### src/rtl/control_sequencer.sv
// control_sequencer: multi-cycle Moore control unit sitting between instruction
// memory and the datapath. Fetches with a ready/valid stall, decodes a 4-bit
// opcode and sequences register file, ALU and data memory.
// Optional feature: define CONTROL_SEQ_BRANCH_EN to build Jmp/Jz (opcodes 6/7);
// without it those opcodes are treated as illegal.
module control_sequencer #(
    parameter int PC_W   = 7,
    parameter int RF_AW  = 4,
    parameter int D_AW   = 8,
    parameter int INST_W = 16
) (
    input  logic              clk,
    input  logic              reset,
    input  logic              imem_valid,
    input  logic [INST_W-1:0] imem_data,
    input  logic              rf_ra_zero,
    output logic [PC_W-1:0]   pc_addr,
    output logic              imem_rd,
    output logic [D_AW-1:0]   d_addr,
    output logic              d_rd,
    output logic              d_wr,
    output logic              rf_s,
    output logic              rf_w_en,
    output logic [RF_AW-1:0]  rf_w_addr,
    output logic [RF_AW-1:0]  rf_ra_addr,
    output logic [RF_AW-1:0]  rf_rb_addr,
    output logic              alu_s0,
    output logic              halted,
    output logic              illegal,
    output logic [3:0]        state_dbg
);

    typedef enum logic [3:0] {
        S_NOOP   = 4'd0,
        S_STORE  = 4'd1,
        S_LOAD_A = 4'd2,
        S_ADD    = 4'd3,
        S_SUB    = 4'd4,
        S_HALT   = 4'd5,
        S_LOAD_B = 4'd6,
        S_INIT   = 4'd7,
        S_FETCH  = 4'd8,
        S_DECODE = 4'd9
`ifdef CONTROL_SEQ_BRANCH_EN
        ,
        S_JMP    = 4'd10,
        S_JZ     = 4'd11
`endif
    } state_t;

    localparam logic [PC_W-1:0] PC_ONE = {{(PC_W-1){1'b0}}, 1'b1};

    state_t              state_q, state_d;
    logic [PC_W-1:0]     pc_q, pc_d;
    logic [INST_W-1:0]   ir_q, ir_d;
    logic                illegal_q, illegal_d;

    // Instruction register fields
    logic [3:0]          op;
    logic [RF_AW-1:0]    ra, rb, rc;

    assign op = ir_q[INST_W-1 -: 4];
    assign ra = ir_q[INST_W-5 -: RF_AW];
    assign rb = ir_q[INST_W-5-RF_AW -: RF_AW];
    assign rc = ir_q[INST_W-5-2*RF_AW -: RF_AW];

`ifdef CONTROL_SEQ_BRANCH_EN
    logic [PC_W-1:0]     target;
    assign target = ir_q[PC_W-1:0];
`else
    // The zero flag only matters to Jz, which is not built here.
    logic                unused_ra_zero;
    assign unused_ra_zero = rf_ra_zero;
`endif

    // Address outputs track the IR fields in every state; only strobes are state-gated.
    assign pc_addr    = pc_q;
    assign d_addr     = ir_q[D_AW-1:0];
    assign rf_ra_addr = ra;
    assign rf_rb_addr = rb;
    assign illegal    = illegal_q;
    assign state_dbg  = state_q;

    // State, PC, IR and sticky illegal flag registers.
    always_ff @(posedge clk) begin
        if (reset) begin
            state_q   <= S_INIT;
            pc_q      <= '0;
            ir_q      <= '0;
            illegal_q <= 1'b0;
        end else begin
            state_q   <= state_d;
            pc_q      <= pc_d;
            ir_q      <= ir_d;
            illegal_q <= illegal_d;
        end
    end

    // Next-state, register updates and Moore outputs per state.
    always_comb begin
        state_d   = state_q;
        pc_d      = pc_q;
        ir_d      = ir_q;
        illegal_d = illegal_q;
        imem_rd   = 1'b0;
        d_rd      = 1'b0;
        d_wr      = 1'b0;
        rf_s      = 1'b0;
        rf_w_en   = 1'b0;
        rf_w_addr = rc;
        alu_s0    = 1'b0;
        halted    = 1'b0;
        case (state_q)
            S_INIT:   state_d = S_FETCH;
            S_FETCH: begin
                imem_rd = 1'b1;
                if (imem_valid) begin
                    ir_d    = imem_data;
                    pc_d    = pc_q + PC_ONE;
                    state_d = S_DECODE;
                end
            end
            S_DECODE: begin
                case (op)
                    4'd0:    state_d = S_NOOP;
                    4'd1:    state_d = S_STORE;
                    4'd2:    state_d = S_LOAD_A;
                    4'd3:    state_d = S_ADD;
                    4'd4:    state_d = S_SUB;
                    4'd5:    state_d = S_HALT;
`ifdef CONTROL_SEQ_BRANCH_EN
                    4'd6:    state_d = S_JMP;
                    4'd7:    state_d = S_JZ;
`endif
                    default: begin
                        state_d   = S_NOOP;
                        illegal_d = 1'b1;
                    end
                endcase
            end
            S_NOOP:   state_d = S_FETCH;
            S_STORE: begin
                d_wr    = 1'b1;
                state_d = S_FETCH;
            end
            S_LOAD_A: begin
                d_rd    = 1'b1;
                state_d = S_LOAD_B;
            end
            S_LOAD_B: begin
                d_rd      = 1'b1;
                rf_s      = 1'b1;
                rf_w_en   = 1'b1;
                rf_w_addr = ra;
                state_d   = S_FETCH;
            end
            S_ADD: begin
                rf_w_en = 1'b1;
                state_d = S_FETCH;
            end
            S_SUB: begin
                rf_w_en = 1'b1;
                alu_s0  = 1'b1;
                state_d = S_FETCH;
            end
            S_HALT:   halted = 1'b1;
`ifdef CONTROL_SEQ_BRANCH_EN
            S_JMP: begin
                pc_d    = target;
                state_d = S_FETCH;
            end
            S_JZ: begin
                if (rf_ra_zero) pc_d = target;
                state_d = S_FETCH;
            end
`endif
            default:  state_d = S_INIT;
        endcase
    end

endmodule

### config.mk
export PLATFORM = sky130hd
export DESIGN_NAME = control_sequencer
export DESIGN_NICKNAME = d
export VERILOG_FILES = /design/src/rtl/control_sequencer.sv
export SDC_FILE = /design/constraint.sdc
export NUM_CORES = 1
export LEC_CHECK = 0
export ABC_AREA = 1
export CAP_MARGIN = 20
export CORE_ASPECT_RATIO = 1.75
export CORE_UTILIZATION = 46
export CTS_CLUSTER_DIAMETER = 50
export CTS_CLUSTER_SIZE = 10
export DETAILED_ROUTE_END_ITERATION = 8
export GPL_ROUTABILITY_DRIVEN = 0
export MAX_ROUTING_LAYER = met4
export PLACE_DENSITY = 0.95
export SLEW_MARGIN = 0
export SYNTH_ARGS = -nofsm -noshare
export SYNTH_HDL_FRONTEND = slang
export SYNTH_SLANG_ARGS = --single-unit
### constraint.sdc
create_clock -name clk -period 2.7 [get_ports clk]
set_input_delay 0.405 -clock clk [delete_from_list [all_inputs] [get_ports clk]]
set_output_delay 0.405 -clock clk [all_outputs]
set_load 0.02 [all_outputs]
; ---- Yosys cells after proc, flatten, opt, wreduce, memory -nomap -nowiden
; Index checks and enable logic that the tools add are counted.
[classes]
n_addsub = 1
bitwise_logic = 2
mux = 11
reduce_logical = 9
n_eq_ne = 15
[op_table]
columns = cell, n
row1 = "4-bit by 3-bit == test with 1-bit output, second input constant", 6
row2 = 4-bit case mux with 5 select lines, 1
row3 = "4-bit by 2-bit == test with 1-bit output, second input constant", 4
row4 = 3-bit case mux with 5 select lines, 1
row5 = 6-bit OR reduction, 2
row6 = "4-bit by 1-bit == test with 1-bit output, second input constant", 2
row7 = "4-bit == test, second input constant", 2
row8 = 4-bit zero test, 2
row9 = 4-bit two-way mux, 2
row10 = "7-bit by 1-bit adder with 7-bit output, second input constant", 1
row11 = 1-bit two-way mux, 7
row12 = 2-bit AND reduction, 3
row13 = 3-bit OR reduction, 1
row14 = "2-bit != test, second input constant", 1
row15 = 1-bit inverter, 2
row16 = 2-bit OR reduction, 1
[word_totals]
inputBits = 20
out_inout_bits = 39
ff_bits = 28
elab_cells = 42

; ---- Logic depth before layout (Yosys ltp)
; Gate-level depths: netlist of the first run.
[depth]
depth_word = 4
ltp_mapped = 8

; ---- Worst setup path before layout of the first run
; Ideal clock, no wire load.
[synth_timing]
kind = reg2out
startpoint = reg state_q[1], in the netlist state_dbg[1]
endpoint = out rf_w_addr[0]
path_stages_with_launch = 7
arrival_time_ns = 1.501
t_required_ns = 2.295
n_path_buf = 0
path_slack_ns = 0.794
cell_sequence = dfxtp_1 inv_1 nor2_1 inv_1 nor2_2 nand2_1 o21ai_0
[synth_via]
elab_chain_len = 2
[synth_rtl]
columns = element, line_no
row1 = start: declaration, 53  ; state_t state_q, state_d;
row2 = start signal: assignment, 92  ; state_q <= state_d;
row3 = 4-bit by 3-bit == test with 1-bit output, 113  ; case (state_q)
row4 = 4-bit two-way mux, 113
row5 = end: declaration, 24  ; output logic [RF_AW-1:0] rf_w_addr,
; Every way passes these cells.

; ---- Worst setup path after layout of the first run
[layout_timing]
startpoint = reg state_q[1], in the netlist state_dbg[1]
endpoint = out rf_w_addr[2]
; The elaborated chain is that of the path after synthesis.

==> impl_metrics.yaml, run 1 <==
status:
  outcome: "finished clean"
logic_synthesis:
  synth-xor-area-share: 0.00601
  synth.net_count: 222
  synth_simple_gate_area_share: 0.253
  yosys-top-cells-area: "dfxtp_1 38%, nor2_1 9.5%, buf_4 8.2%"
  yosys_most_used_dff: "dfxtp_1"
  synth_largest_type_area_fraction: 0.385
  synth_compound_area_frac: 0.171
  synth-async-reset-ratio: 0
  post_synth_instance_area_um2: 1460
  per_instance_average_area_after_synthesis_um2: 7.25
  yosys_reg_bits: 28
  yosys.area_share.adder: 0.00859
  synthesis.yosys.warnings: 0
  ys_seq_area_frac: 0.385
  synth_top_area_cell: "dfxtp_1"
  synth_edf_count: 0
  synth_top_family_by_area: "simple AND/OR/NAND/NOR gates"
  synthesis.instances: 201
  synth.mux.area_fraction: 0
  count_of_unique_library_cells_instantiated_by_yosys: 24
power_and_ir_drop:
  net-switching-power_uw: 464
  max-vdd-ir-drop_v: 0.000598
  power.clock.fraction: 0.244
  switching_share: 0.352
  total_leakage_power_nw: 0.815
  power.internal_uw: 854
  combPwrFrac: 0.379
  powerDensity_nw_per_um2: 661
  share_seq_of_total_power: 0.376
timing:
  min_period_ns: 2.53
  report.final.hold_viol_count: 0
  rsz_0062_raised_after_global_routing: "no"
  slew_viol_final: 0
  worst_slew_margin_rel: 0.549
  worst_pin_slew_ns: 0.675
  finalClockSkew_ns: 0.00396
  finalCritPeriodShare: 0.938
  tns_ns: 0
  final.setup.worst_slack_ns: 0.167
  setup_violations: 0
  max_frequency_mhz: 395
final_layout:
  area_growth_pct: 36.9
  fillCellCount: 236
  antennaDiodeCount: 0
  finish.net_count: 263
  layout_cells_sized_above_1: 0.0871
clock_tree:
  clock_tree.htree_level_count: 1
  cts_tree: "done"
  cts-hold-fix-buffers: 0
  cts_root_buffer: "clkbuf_8"
  insertion_delay_ns: 0.27
  path_clk_slew_ns: 0.09
  cts_setup_buffers: 0
  clkSinkCount: 28
  cts_made_buffers: 3
  buffer_depth_of_the_longest_clock_path: 2
detailed_routing:
  drt_first_pass_iters: 4
  drt-total-wl_um: 3400
  drt_drc_violations_left: 0
  dr_wl_met3_um: 75
  met2RoutedLength_um: 1990
  dr_total_vias: 1383
  detail-route-antenna-nets: 0
  routed_via_density: 4.89
  first_iter_violations: 42
  route.detailed.wl_per_inst_um: 12.0
  route.layer.met1.wl_um: 1280
  topRoutingLayerUsed: "met4"
grt:
  grt_first_pass_wirelength_um: 5700
  grt_remaining_overflow: 0
  grt_antenna_before_repair: 0
  largest_net_degree_at_the_start_of_global_routing: 28
  grt_pass1_vias: 1302
  global_route.usage.total: 0.222
worst_setup_path:
  critPathArrivalTime_ns: 2.13
  timing.critical_path.required_ns: 2.30
  timing.critical_path.fanout_max: 9
  worst-setup-path-type: "flop to output port"
  capturing_element_type_of_the_critical_path: "output port"
  startpoint_class_of_the_critical_path: "flop"
placement:
  place.port_buffers: 57
  dpl_worst_slack_ns: 0.407
  dp_hpwl_um: 2440
hold_path:
  timing.hold.worst.class: "flop to flop"
floorplanning:
  dieHeight_um: 76.4
  die-area_um2: 3400
  io-pin-count: 59
  start_util: 0.492
  core.rowCount: 26
  floorplan.die.width_um: 44.5
  core_area_um2: 2960
run:
  cap_violations: 0
==> Yosys cell counts (all sizes together) (3+ instances only) <==
cell type / instances
nor2: 40
dfxtp: 28
nand2: 27
o21ai: 27
inv: 25
buf: 20
a21oi: 16
nand3: 11
nor3: 3
==> worst paths after layout <==
path	cells after the start	slack [ns]	startpoint	to
hold reg to reg	2	0.48	ir_q[3]	ir_q[3]
setup reg to reg	7	1.16	state_dbg[3]	ir_q[15]
hold / removal	2	0.48	ir_q[3]	ir_q[3]
setup / recovery	7	0.17	state_dbg[1]	rf_w_addr[2]
==> per-layer routing <==
metal,vias up,track usage
li1,702,-
met1,648,0.237
met2,27,0.413
met3,6,0.0142
met4,0,0.0667
met5,-,-
==> critical path, cell delays in order, from the launching register on <==
cell             delay [ns]
dfxtp_1                0.40
inv_1                  0.11
nor2_1                 0.18
inv_1                  0.11
nor2_4                 0.22
nand2_1                0.08
o21ai_0                0.10
clkdlybuf4s50_1        0.66
==> per-stage QoR <==
step / hold slack [ns] / power, mW / utilization / cells / area (um^2)
2_1_floorplan: 0.446 / 0.802 / - / 201 / 1460
3_3_place_gp: 0.458 / 0.986 / 0.648 / 279 / 1920
3_5_place_dp: 0.460 / 0.995 / 0.648 / 279 / 1920
4_1_cts: 0.488 / 1.32 / 0.672 / 283 / 1990
5_1_grt: 0.506 / 1.39 / 0.674 / 283 / 1990
6_report: 0.484 / 1.32 / 0.674 / 283 / 1990
==> power groups by stage <==
stage	registers, mW	logic [mW]	clock network [mW]
3_3_place_gp	0.504	0.482	0
4_1_cts	0.496	0.495	0.327
6_report	0.496	0.500	0.322
5_1_grt	0.505	0.545	0.345
2_1_floorplan	0.535	0.267	0
3_5_place_dp	0.506	0.489	0
==> cell families after synthesis <==
| logic type | after synthesis |
|---|---|
| AND/OR/NAND/NOR | 82 |
| flip-flops | 28 |
| XOR/XNOR | 1 |
| adder cells (fa/ha/maj) | 1 |
| AO/OA/AOI/OAI | 43 |
| buffers and inverters | 46 |
==> state kept, by name, indices dropped and copies added, names as in the netlist <==
register / cells
pc_addr: 7
illegal: 1
state_dbg: 4
ir_q: 16
==> what timing repair did <==
action,in CTS,in global routing
setup endpoints to repair,0,4
resized for setup,0,1
endpoints found under the hold margin,0,0
==> area by class of cell <==
class	count	area, um^2	area share
tap	42	52.6	0.0263
timing repair buffer	57	571	0.286
sequential	28	561	0.281
clock inverter	1	30.0	0.0151
clock buffer	3	41.3	0.0207
inverter	25	96.3	0.0483
multi-input combinational	127	643	0.322
==> placed cells by master (no fill, tap or decap), drive strengths merged <==
cell           count
clkdlybuf4s50     57
nor2              40
dfxtp             28
nand2             27
o21ai             27
inv               25
a21oi             16
nand3             11
nor3               3
clkbuf             3
nand4              1
xor2               1
ha                 1
bufinv             1
No activity file was read; power rests on OpenSTA's default activity.
==> run 2: changes to the inputs <==
--- a/config.mk
+++ b/config.mk
@@ -13,6 +13,7 @@
 export CTS_CLUSTER_SIZE = 10
 export DETAILED_ROUTE_END_ITERATION = 8
 export GPL_ROUTABILITY_DRIVEN = 0
+export HOLD_SLACK_MARGIN = 0.02
 export MAX_ROUTING_LAYER = met4
 export PLACE_DENSITY = 0.95
 export SLEW_MARGIN = 0
==> results of run 2 <==
The final DEF is identical to that of run 1; final timing and power are the same.
==> run 3: changes to the inputs <==
--- a/config.mk
+++ b/config.mk
@@ -8,14 +8,15 @@
 export ABC_AREA = 1
 export CAP_MARGIN = 20
 export CORE_ASPECT_RATIO = 1.75
-export CORE_UTILIZATION = 46
+export CORE_UTILIZATION = 50
 export CTS_CLUSTER_DIAMETER = 50
 export CTS_CLUSTER_SIZE = 10
 export DETAILED_ROUTE_END_ITERATION = 8
+export DONT_BUFFER_PORTS = 1
 export GPL_ROUTABILITY_DRIVEN = 0
 export HOLD_SLACK_MARGIN = 0.02
 export MAX_ROUTING_LAYER = met4
-export PLACE_DENSITY = 0.95
+export PLACE_DENSITY = 0.76
 export SLEW_MARGIN = 0
 export SYNTH_ARGS = -nofsm -noshare
 export SYNTH_HDL_FRONTEND = slang
==> run 3 against run 2 <==
  * Via count is 18% lower
  * Core utilization is 17 points lower
  * Global-route usage is 5.2 points lower
  * Cell count is 26% lower
  * Sequential power is 9.7% higher
  * Total power is 20% lower
  * Maximum frequency is 4.8% higher
  * Clock skew is 0.0016 ns higher
  * Count of clock-buffer cells in the layout stayed put
  * Clock power is 33% lower
  * Critical endpoint is now rf_w_addr[1]
  * Largest power group is now registers
  * Highest routed layer unchanged
==> impl_metrics.yaml, run 3 (synthesis gave the netlist of run 1 again) <==
worst_setup_path:
  capturing_element_type_of_the_critical_path: "output port"
  timing.critical_path.fanout_max: 9
  timing.critical_path.required_ns: 2.30
  cpPeakStageDelay_ns: 0.51
  cell_by_cell_trace_of_the_critical_path: "inv_1 -> nor2_1 -> inv_1 -> nor2_2 -> o21ai_0"
  timing.critical_path.from: "state_dbg[1]"
  crit_slowest_cell: "dfxtp_1"
  critPathArrivalTime_ns: 2.01
  r2r-start: "state_dbg[3]"
  startpoint_class_of_the_critical_path: "flop"
  critical_path.most_common_cell: "inv_1"
  worst-setup-path-type: "flop to output port"
timing:
  worst_slew_margin_rel: 0.539
  final.setup.worst_slack_ns: 0.282
  rsz_0062_raised_after_global_routing: "no"
  hold_ws_ns: 0.194
  tns_ns: 0
  slew_viol_final: 0
  finalClockSkew_ns: 0.00559
  report.final.hold_viol_count: 0
  worst_pin_slew_ns: 0.691
  finalCritPeriodShare: 0.895
  setup_violations: 0
  max_frequency_mhz: 414
  min_period_ns: 2.42
hold_path:
  hold_start: "reset"
  timing.hold.worst.class: "input pin to flop"
floorplanning:
  die-area_um2: 3140
  core.rowCount: 25
  io-pin-count: 59
  floorplan.die.width_um: 42.8
  start_util: 0.535
  dieHeight_um: 73.4
  core_area_um2: 2720
placement:
  place_inst: 207
  dpl_worst_slack_ns: 0.567
  place.port_buffers: 0
  dp_hpwl_um: 1990
  postPlaceCellArea_um2: 1330
detailed_routing:
  drt-total-wl_um: 2670
  detail-route-antenna-nets: 0
  dr_total_vias: 1139
  routed_via_density: 5.42
  drt_first_pass_iters: 4
  first_iter_violations: 13
  route.detailed.wl_per_inst_um: 12.7
  drt_drc_violations_left: 0
grt:
  largest_net_degree_at_the_start_of_global_routing: 28
  grt_first_pass_wirelength_um: 4020
  grt_remaining_overflow: 0
  grt_antenna_before_repair: 0
  grt_pass1_vias: 971
  global_route.usage.total: 0.171
clock_tree:
  clkSinkCount: 28
  cts_made_buffers: 3
  cts-hold-fix-buffers: 0
  path_clk_slew_ns: 0.09
  cts_tree: "done"
  post_cts_resized: 0
  insertion_delay_ns: 0.26
  cts_root_buffer: "clkbuf_8"
  clock_tree.htree_level_count: 1
  cts_setup_buffers: 0
  buffer_depth_of_the_longest_clock_path: 2
final_layout:
  final_cell_mix: "37 x nor2_1, 28 x dfxtp_1, 26 x nand2_1, 22 x inv_1"
  fin_cells: 210
  antennaDiodeCount: 0
  utilization: 0.503
  max_flop_register: "ir_q"
  layout_cells_sized_above_1: 0.109
  fin_area_um2: 1370
  area_growth_pct: -5.93
  finish.net_count: 206
  final_common_cell: "nor2_1"
  max_reg_flops: 16
status:
  outcome: "finished clean"
power_and_ir_drop:
  powerDensity_nw_per_um2: 766
  total_leakage_power_nw: 0.595
  max-vdd-ir-drop_v: 0.000352
  total_power_mw: 1.05
run:
  cap_violations: 0
## run 3: changes by cell type in the layout (fill, tap and decap cells not counted)
| cell | change |
|---|---|
| bufinv_16 | -1 |
| nor2_4 | -1 |
| nor2_2 | +1 |
| clkdlybuf4s50_1 | -57 |
## run 3: report_power, final
| group | switching (mW) | leakage (nW) | total (mW) | internal [mW] |
|---|---|---|---|---|
| sequential | 0.0969 | 0.227 | 0.544 | 0.447 |
| clock | 0.115 | 0.0216 | 0.215 | 0.0998 |
| combinational | 0.216 | 0.346 | 0.290 | 0.0745 |
## run 3: worst paths after layout
path | depth (start not counted) | to | slack [ns]
worst min register to register | 2 | ir_q[13] | 0.50
worst max register to register | 5 | pc_addr[5] | 1.02
worst max-delay path | 5 | rf_w_addr[1] | 0.28
worst min-delay path | 1 | pc_addr[4] | 0.19
## run 3: critical path: cells and delay by family (launching register included)
family	cells	cell delay [ns]
flops	1	0.51
buf+inv	2	0.25
compound gates	1	0.37
simple gates	2	0.62
## run 3: metal layers
metal,part of all wire,GRT usage,wire length (um)
met1,0.40,0.162,1060
met2,0.54,0.316,1430
met3,0.051,0.0344,137
met4,0.016,0.0833,42
met5,0,-,0
## run 3: final cells by class
| type | count | area (um^2) |
|---|---|---|
| fill | 284 | 1350 |
| inverter | 25 | 96.3 |
| clock buffer | 3 | 41.3 |
| tap | 27 | 33.8 |
| sequential | 28 | 561 |
| multi-input combinational | 127 | 638 |
